**src/rtl/mc_bus_bridge.sv**
```systemverilog
// mc_bus_bridge: MCU async-strobe bus to register-file write FIFO, with an optional
// readback path compiled in by MC_READBACK_EN.
module mc_bus_bridge #(
   parameter int MC_ADD_WIDTH  = 6,
   parameter int MC_DATA_WIDTH = 16,
   parameter int FIFO_DEPTH    = 4,
   parameter int SYNC_STAGES   = 2
) (
   input  logic                          clock,
   input  logic                          reset,
   input  logic                          mc_ce_n,
   input  logic                          mc_we_n,
   input  logic                          mc_oe_n,
   input  logic [MC_ADD_WIDTH-1:0]       mc_add,
   input  logic [MC_DATA_WIDTH-1:0]      mc_data_in,
   output logic [MC_DATA_WIDTH-1:0]      mc_data_out,
   output logic                          mc_data_oe,
   output logic                          wr_valid,
   input  logic                          wr_ready,
   output logic [MC_ADD_WIDTH-1:0]       wr_addr,
   output logic [MC_DATA_WIDTH-1:0]      wr_data,
   output logic [MC_ADD_WIDTH-1:0]       rd_addr,
   input  logic [MC_DATA_WIDTH-1:0]      rd_data,
   output logic [$clog2(FIFO_DEPTH):0]   fifo_level,
   output logic                          overflow
);
   localparam int PW = $clog2(FIFO_DEPTH);
   localparam int LW = PW + 1;
   localparam int EW = MC_ADD_WIDTH + MC_DATA_WIDTH;
   logic [SYNC_STAGES-1:0]   ce_q, we_q;
   logic [MC_ADD_WIDTH-1:0]  add_q;
   logic [MC_DATA_WIDTH-1:0] data_q;
   logic                     wact_q, overflow_q;
   logic [EW-1:0]            mem_q [FIFO_DEPTH];
   logic [PW-1:0]            wptr_q, rptr_q;
   logic [LW-1:0]            level_q, level_d;
   logic                     ce_s, we_s, wact, wrise, full, pop, push;
   assign ce_s    = ce_q[SYNC_STAGES-1];
   assign we_s    = we_q[SYNC_STAGES-1];
   assign wact    = ~ce_s & ~we_s;
   assign wrise   = wact & ~wact_q;
   assign full    = level_q == LW'(FIFO_DEPTH);
   assign pop     = wr_valid & wr_ready;
   assign push    = wrise & (~full | pop);
   assign level_d = level_q + LW'(push) - LW'(pop);
   always_ff @(posedge clock or posedge reset)
      if (reset) begin
         ce_q       <= '1;
         we_q       <= '1;
         add_q      <= '0;
         data_q     <= '0;
         wact_q     <= 1'b0;
         wptr_q     <= '0;
         rptr_q     <= '0;
         level_q    <= '0;
         overflow_q <= 1'b0;
      end else begin
         ce_q       <= {ce_q[SYNC_STAGES-2:0], mc_ce_n};
         we_q       <= {we_q[SYNC_STAGES-2:0], mc_we_n};
         add_q      <= mc_add;
         data_q     <= mc_data_in;
         wact_q     <= wact;
         wptr_q     <= push ? wptr_q + PW'(1) : wptr_q;
         rptr_q     <= pop ? rptr_q + PW'(1) : rptr_q;
         level_q    <= level_d;
         overflow_q <= overflow_q | (wrise & full & ~pop);
      end
   always_ff @(posedge clock)
      if (push) mem_q[wptr_q] <= {add_q, data_q};
   // head is gated so stale or uninitialised entries never leak onto the outputs
   assign wr_valid            = level_q != '0;
   assign {wr_addr, wr_data}  = wr_valid ? mem_q[rptr_q] : '0;
   assign fifo_level          = level_q;
   assign overflow            = overflow_q;
`ifdef MC_READBACK_EN
   typedef enum logic [1:0] {IDLE, LATCH, DRIVE} rd_state_e;
   rd_state_e                state_q, state_d;
   logic [SYNC_STAGES-1:0]   oe_q;
   logic                     ract, ract_q, rrise;
   logic [MC_ADD_WIDTH-1:0]  rd_addr_q, rd_addr_d;
   logic [MC_DATA_WIDTH-1:0] dout_q, dout_d;
   logic                     doe_q, doe_d;
   assign ract  = ~ce_s & ~oe_q[SYNC_STAGES-1] & we_s;
   assign rrise = ract & ~ract_q;
   always_ff @(posedge clock or posedge reset)
      if (reset) begin
         state_q   <= IDLE;
         oe_q      <= '1;
         ract_q    <= 1'b0;
         rd_addr_q <= '0;
         dout_q    <= '0;
         doe_q     <= 1'b0;
      end else begin
         state_q   <= state_d;
         oe_q      <= {oe_q[SYNC_STAGES-2:0], mc_oe_n};
         ract_q    <= ract;
         rd_addr_q <= rd_addr_d;
         dout_q    <= dout_d;
         doe_q     <= doe_d;
      end
   // a write edge aborts any read in progress
   always_comb begin
      state_d   = state_q;
      rd_addr_d = rd_addr_q;
      dout_d    = dout_q;
      doe_d     = doe_q;
      if (state_q != IDLE && wrise) begin
         doe_d   = 1'b0;
         state_d = IDLE;
      end else
         case (state_q)
            IDLE: if (rrise) begin
               rd_addr_d = add_q;
               state_d   = LATCH;
            end
            LATCH: begin
               dout_d  = rd_data;
               doe_d   = 1'b1;
               state_d = DRIVE;
            end
            DRIVE: if (!ract) begin
               doe_d   = 1'b0;
               state_d = IDLE;
            end
            default: state_d = IDLE;
         endcase
   end
   assign rd_addr     = rd_addr_q;
   assign mc_data_out = dout_q;
   assign mc_data_oe  = doe_q;
`else
   logic unused_rd;
   assign unused_rd   = ^{mc_oe_n, rd_data};
   assign rd_addr     = '0;
   assign mc_data_out = '0;
   assign mc_data_oe  = 1'b0;
`endif
endmodule

```
**config.mk**
```make
export PLATFORM = sky130hd
export DESIGN_NAME = mc_bus_bridge
export DESIGN_NICKNAME = d
export VERILOG_FILES = /design/src/rtl/mc_bus_bridge.sv
export SDC_FILE = /design/constraint.sdc
export NUM_CORES = 1
export LEC_CHECK = 0
export ABC_AREA = 0
export BUFFER_PORTS_ARGS = -buffer_cell sky130_fd_sc_hd__buf_2
export CORE_UTILIZATION = 55
export CTS_BUF_LIST = sky130_fd_sc_hd__clkbuf_8
export CTS_CLUSTER_DIAMETER = 100
export CTS_CLUSTER_SIZE = 40
export DETAILED_ROUTE_END_ITERATION = 6
export PLACE_DENSITY_LB_ADDON = 0.3
export SLEW_MARGIN = 10
export SYNTH_ARGS = -nofsm -noshare
export SYNTH_HDL_FRONTEND = slang
export SYNTH_SLANG_ARGS = --single-unit
```
**constraint.sdc**
```tcl
create_clock -name clock -period 6 [get_ports clock]
set_clock_uncertainty 0.15 [all_clocks]
set_input_delay 1.2 -clock clock [delete_from_list [all_inputs] [get_ports clock]]
set_output_delay 1.2 -clock clock [all_outputs]
set_load 0.01 [all_outputs]
```
==> results by group <==
Status
  – Status: completed

Setup path
  – CP Data Arrival Time: 2.37 ns
  – CP bufs+invs: 2
  – Crit path launch type: flop
  – CP max-delay cell: dfrtp_1
  – Crit Path Class: reg2out
  – Crit-path max cell delay: 0.67 ns
  – Element type at the critical path end: output port
  – Max FO, Critical Path: 15
  – Worst-path cell chain: buf_4 > mux4_2 > and2_1 > buf_2
  – Worst path required time: 4.65 ns
  – Worst path top cell family by delay: flip-flops

Floorplan
  – Die area: 8860 µm²
  – # rows: 33
  – Die height: 94.1 µm
  – Core Box Area: 8220 µm²
  – Initial core utilization: 56.8%
  – Ports: 94
  – Die Wd: 94.1 µm

Power and ir drop
  – Pwr per Cell Area: 438 nW/µm²
  – IR drop worst, VDD: 0.000278 V
  – LEAKAGE: 2.04 nW

Clocking
  – Post-CTS setup buffer count: 0
  – CTS tree: yes
  – H-tree levels: 4
  – Post-CTS resize count: 0
  – Root Buffer: clkbuf_8
  – # hold bufs at CTS: 0
  – TritonCTS Buffers: 17
  – Clock transition at path regs: 0.07 ns
  – Clock Latency Late Sink: 0.42 ns
  – CTS sink cnt: 123
  – Clock Path Buffers: 2

Global routing
  – Total GRT Usage: 17.4%
  – Vias in the first global route: 2106
  – Gr ovfl total: 0
  – First-pass GRT wire length: 10500 µm
  – Largest net degree at the start of global routing: 36
  – Initial antenna violation count: 0

Worst hold path
  – Hold crit path type: reg2reg

Timing
  – Setup TNS: 0 ns
  – Max_slew headroom: 32.7%
  – Worst Tran Pin Value: 1.01 ns
  – Fmax: 269 MHz
  – RSZ-0062 raised after global routing: false
  – Final period util: 62.0%
  – Slew Limit Fails: 0
  – Minimum clock period: 3.72 ns
  – Final count of hold timing violations: 0
  – Number of setup violations in the final report: 0
  – Setup WS post-layout: 2.28 ns

Detailed routing
  – DRT antenna net count: 0
  – Iter 0 DRT Violations: 108
  – Via density: 4.94
  – Highest metal used: met4
  – Met3 WL: 312 µm
  – DR WL met2: 3350 µm
  – Via count: 2067
  – DR pass1 iterations: 4
  – WL/cell: 15.5 µm
  – Met1 Wirelength: 2720 µm
  – Drc violations: 0
  – Drt total wl: 6470 µm

Placed design
  – Port bufs: 53
  – Post-DP HPWL: 3890 µm
  – Place WS: 2.64 ns
  – RePlAce Congestion: 0.628
  – Cells after DPL: 386

Flow run
  – Maxcap violations: 0

Synthesis
  – Seq/Total Area, Yosys: 75.5%
  – Synthesized instance count: 230
  – Number of synthesized flops with an enable pin: 88
  – Mapped cell area: 4670 µm²
  – Post-Syn Area per Cell: 20.3 µm²
  – Top_reg_cell synth: edfxtp_1
  – Synth unique cells: 25
  – Synth warnings: 0
  – Seq cells post-synth: 123
  – Post-synth ARST share: 28.5%

Finish
  – Multi-input gate area: 958 µm²
  – Antenna Cells: 0
  – Nets: 351
  – Fill count: 575
  – Layout cell share with drive strength beyond 1: 36.4%
  – Storage cell area: 3520 µm²
  – Synthesis-to-finish area growth: 14.0%
  – Non-Filler Instances: 418
## layout by cell type, fill, tap and decap left out, types with 2 or more instances in the layout
cell | synthesis | final
and2_1 | 27 | 27
buf_4 | 23 | 6
dfrtp_1 | 31 | 31
clkinv_2 | 0 | 4
mux4_1 | 4 | 4
inv_6 | 0 | 2
clkbuf_8 | 0 | 18
edfxtp_1 | 88 | 88
dfstp_2 | 4 | 4
conb_1 | 1 | 23
ha_1 | 6 | 6
buf_2 | 2 | 53
clkinvlp_4 | 0 | 5
mux4_2 | 18 | 18
inv_1 | 7 | 7
xnor2_1 | 4 | 4
clkinv_4 | 0 | 2
## cell type report
cell class / count / share of cell area (%)
sequential: 123 / 66.2
inverter: 7 / 0.494
tap: 105 / 2.47
multi-input combinational: 92 / 18.0
clock buffer: 18 / 4.66
timing repair buffer: 59 / 5.83
clock inverter: 14 / 2.30
## stage by stage
stage                     hold WS, ns  power (mW)  util (%)  cell area (µm²)
after floorplan                 0.195        1.55         -             4750
final                           0.206        2.33      64.7             5320
after CTS                       0.208        2.36      64.7             5320
after global placement          0.196        1.70      60.2             4950
after global routing            0.210        2.46      64.7             5320
after detailed placement        0.197        1.71      60.2             4950
## logic make-up after synthesis
logic type | after synthesis | synth area share [%]
mux | 23 | 11.2
fa+ha+maj | 7 | 2.04
simple gates | 33 | 4.37
other cells | 1 | 0.0804
xor+xnor | 5 | 0.938
flops | 123 | 75.5
compound gates | 1 | 0.161
buf+inv | 37 | 5.74
## state kept, by name, summed over array words and instances (netlist names)
name,cells
add_q,6
ce_q,2
data_q,16
fifo_level,3
mem_q,88
overflow,1
rptr_q,2
wact_q,1
we_q,2
wptr_q,2
## final timing paths
kind,start,to,slack (ns),cells after the start
min reg2reg,we_q[0],we_q[1],0.21,0
max reg2reg,fifo_level[1],fifo_level[2],3.08,9
min in group asynchronous,reset,data_q[9],0.72,3
max in group asynchronous,reset,we_q[1],4.62,3
min,we_q[0],we_q[1],0.21,0
max,rptr_q[0],wr_data[5],2.28,4
## metal layers
layer / global-route usage (%) / up-vias
li1: - / 953
met1: 20.8 / 1036
met2: 27.8 / 68
met3: 6.07 / 10
met4: 9.23 / 0
met5: 0 / -
## cells in the mapped netlist, types with 2 or more instances
master / count / share of area (%)
mux4_1: 4 / 2.3
buf_2: 2 / 0.21
edfxtp_1: 88 / 57
inv_1: 7 / 0.56
ha_1: 6 / 1.6
and2_1: 27 / 3.6
dfstp_2: 4 / 2.3
mux4_2: 18 / 8.7
dfrtp_1: 31 / 17
buf_12: 2 / 0.86
buf_4: 23 / 3.7
xnor2_1: 4 / 0.75
clkbuf_1: 2 / 0.16
## power by group
group	total [mW]	internal (mW)	switching, mW
registers	1.09	1.00	0.0854
logic	0.588	0.319	0.268
clock network	0.654	0.337	0.317
total	2.33	1.66	0.671
Power figures use the tool's default switching activity.
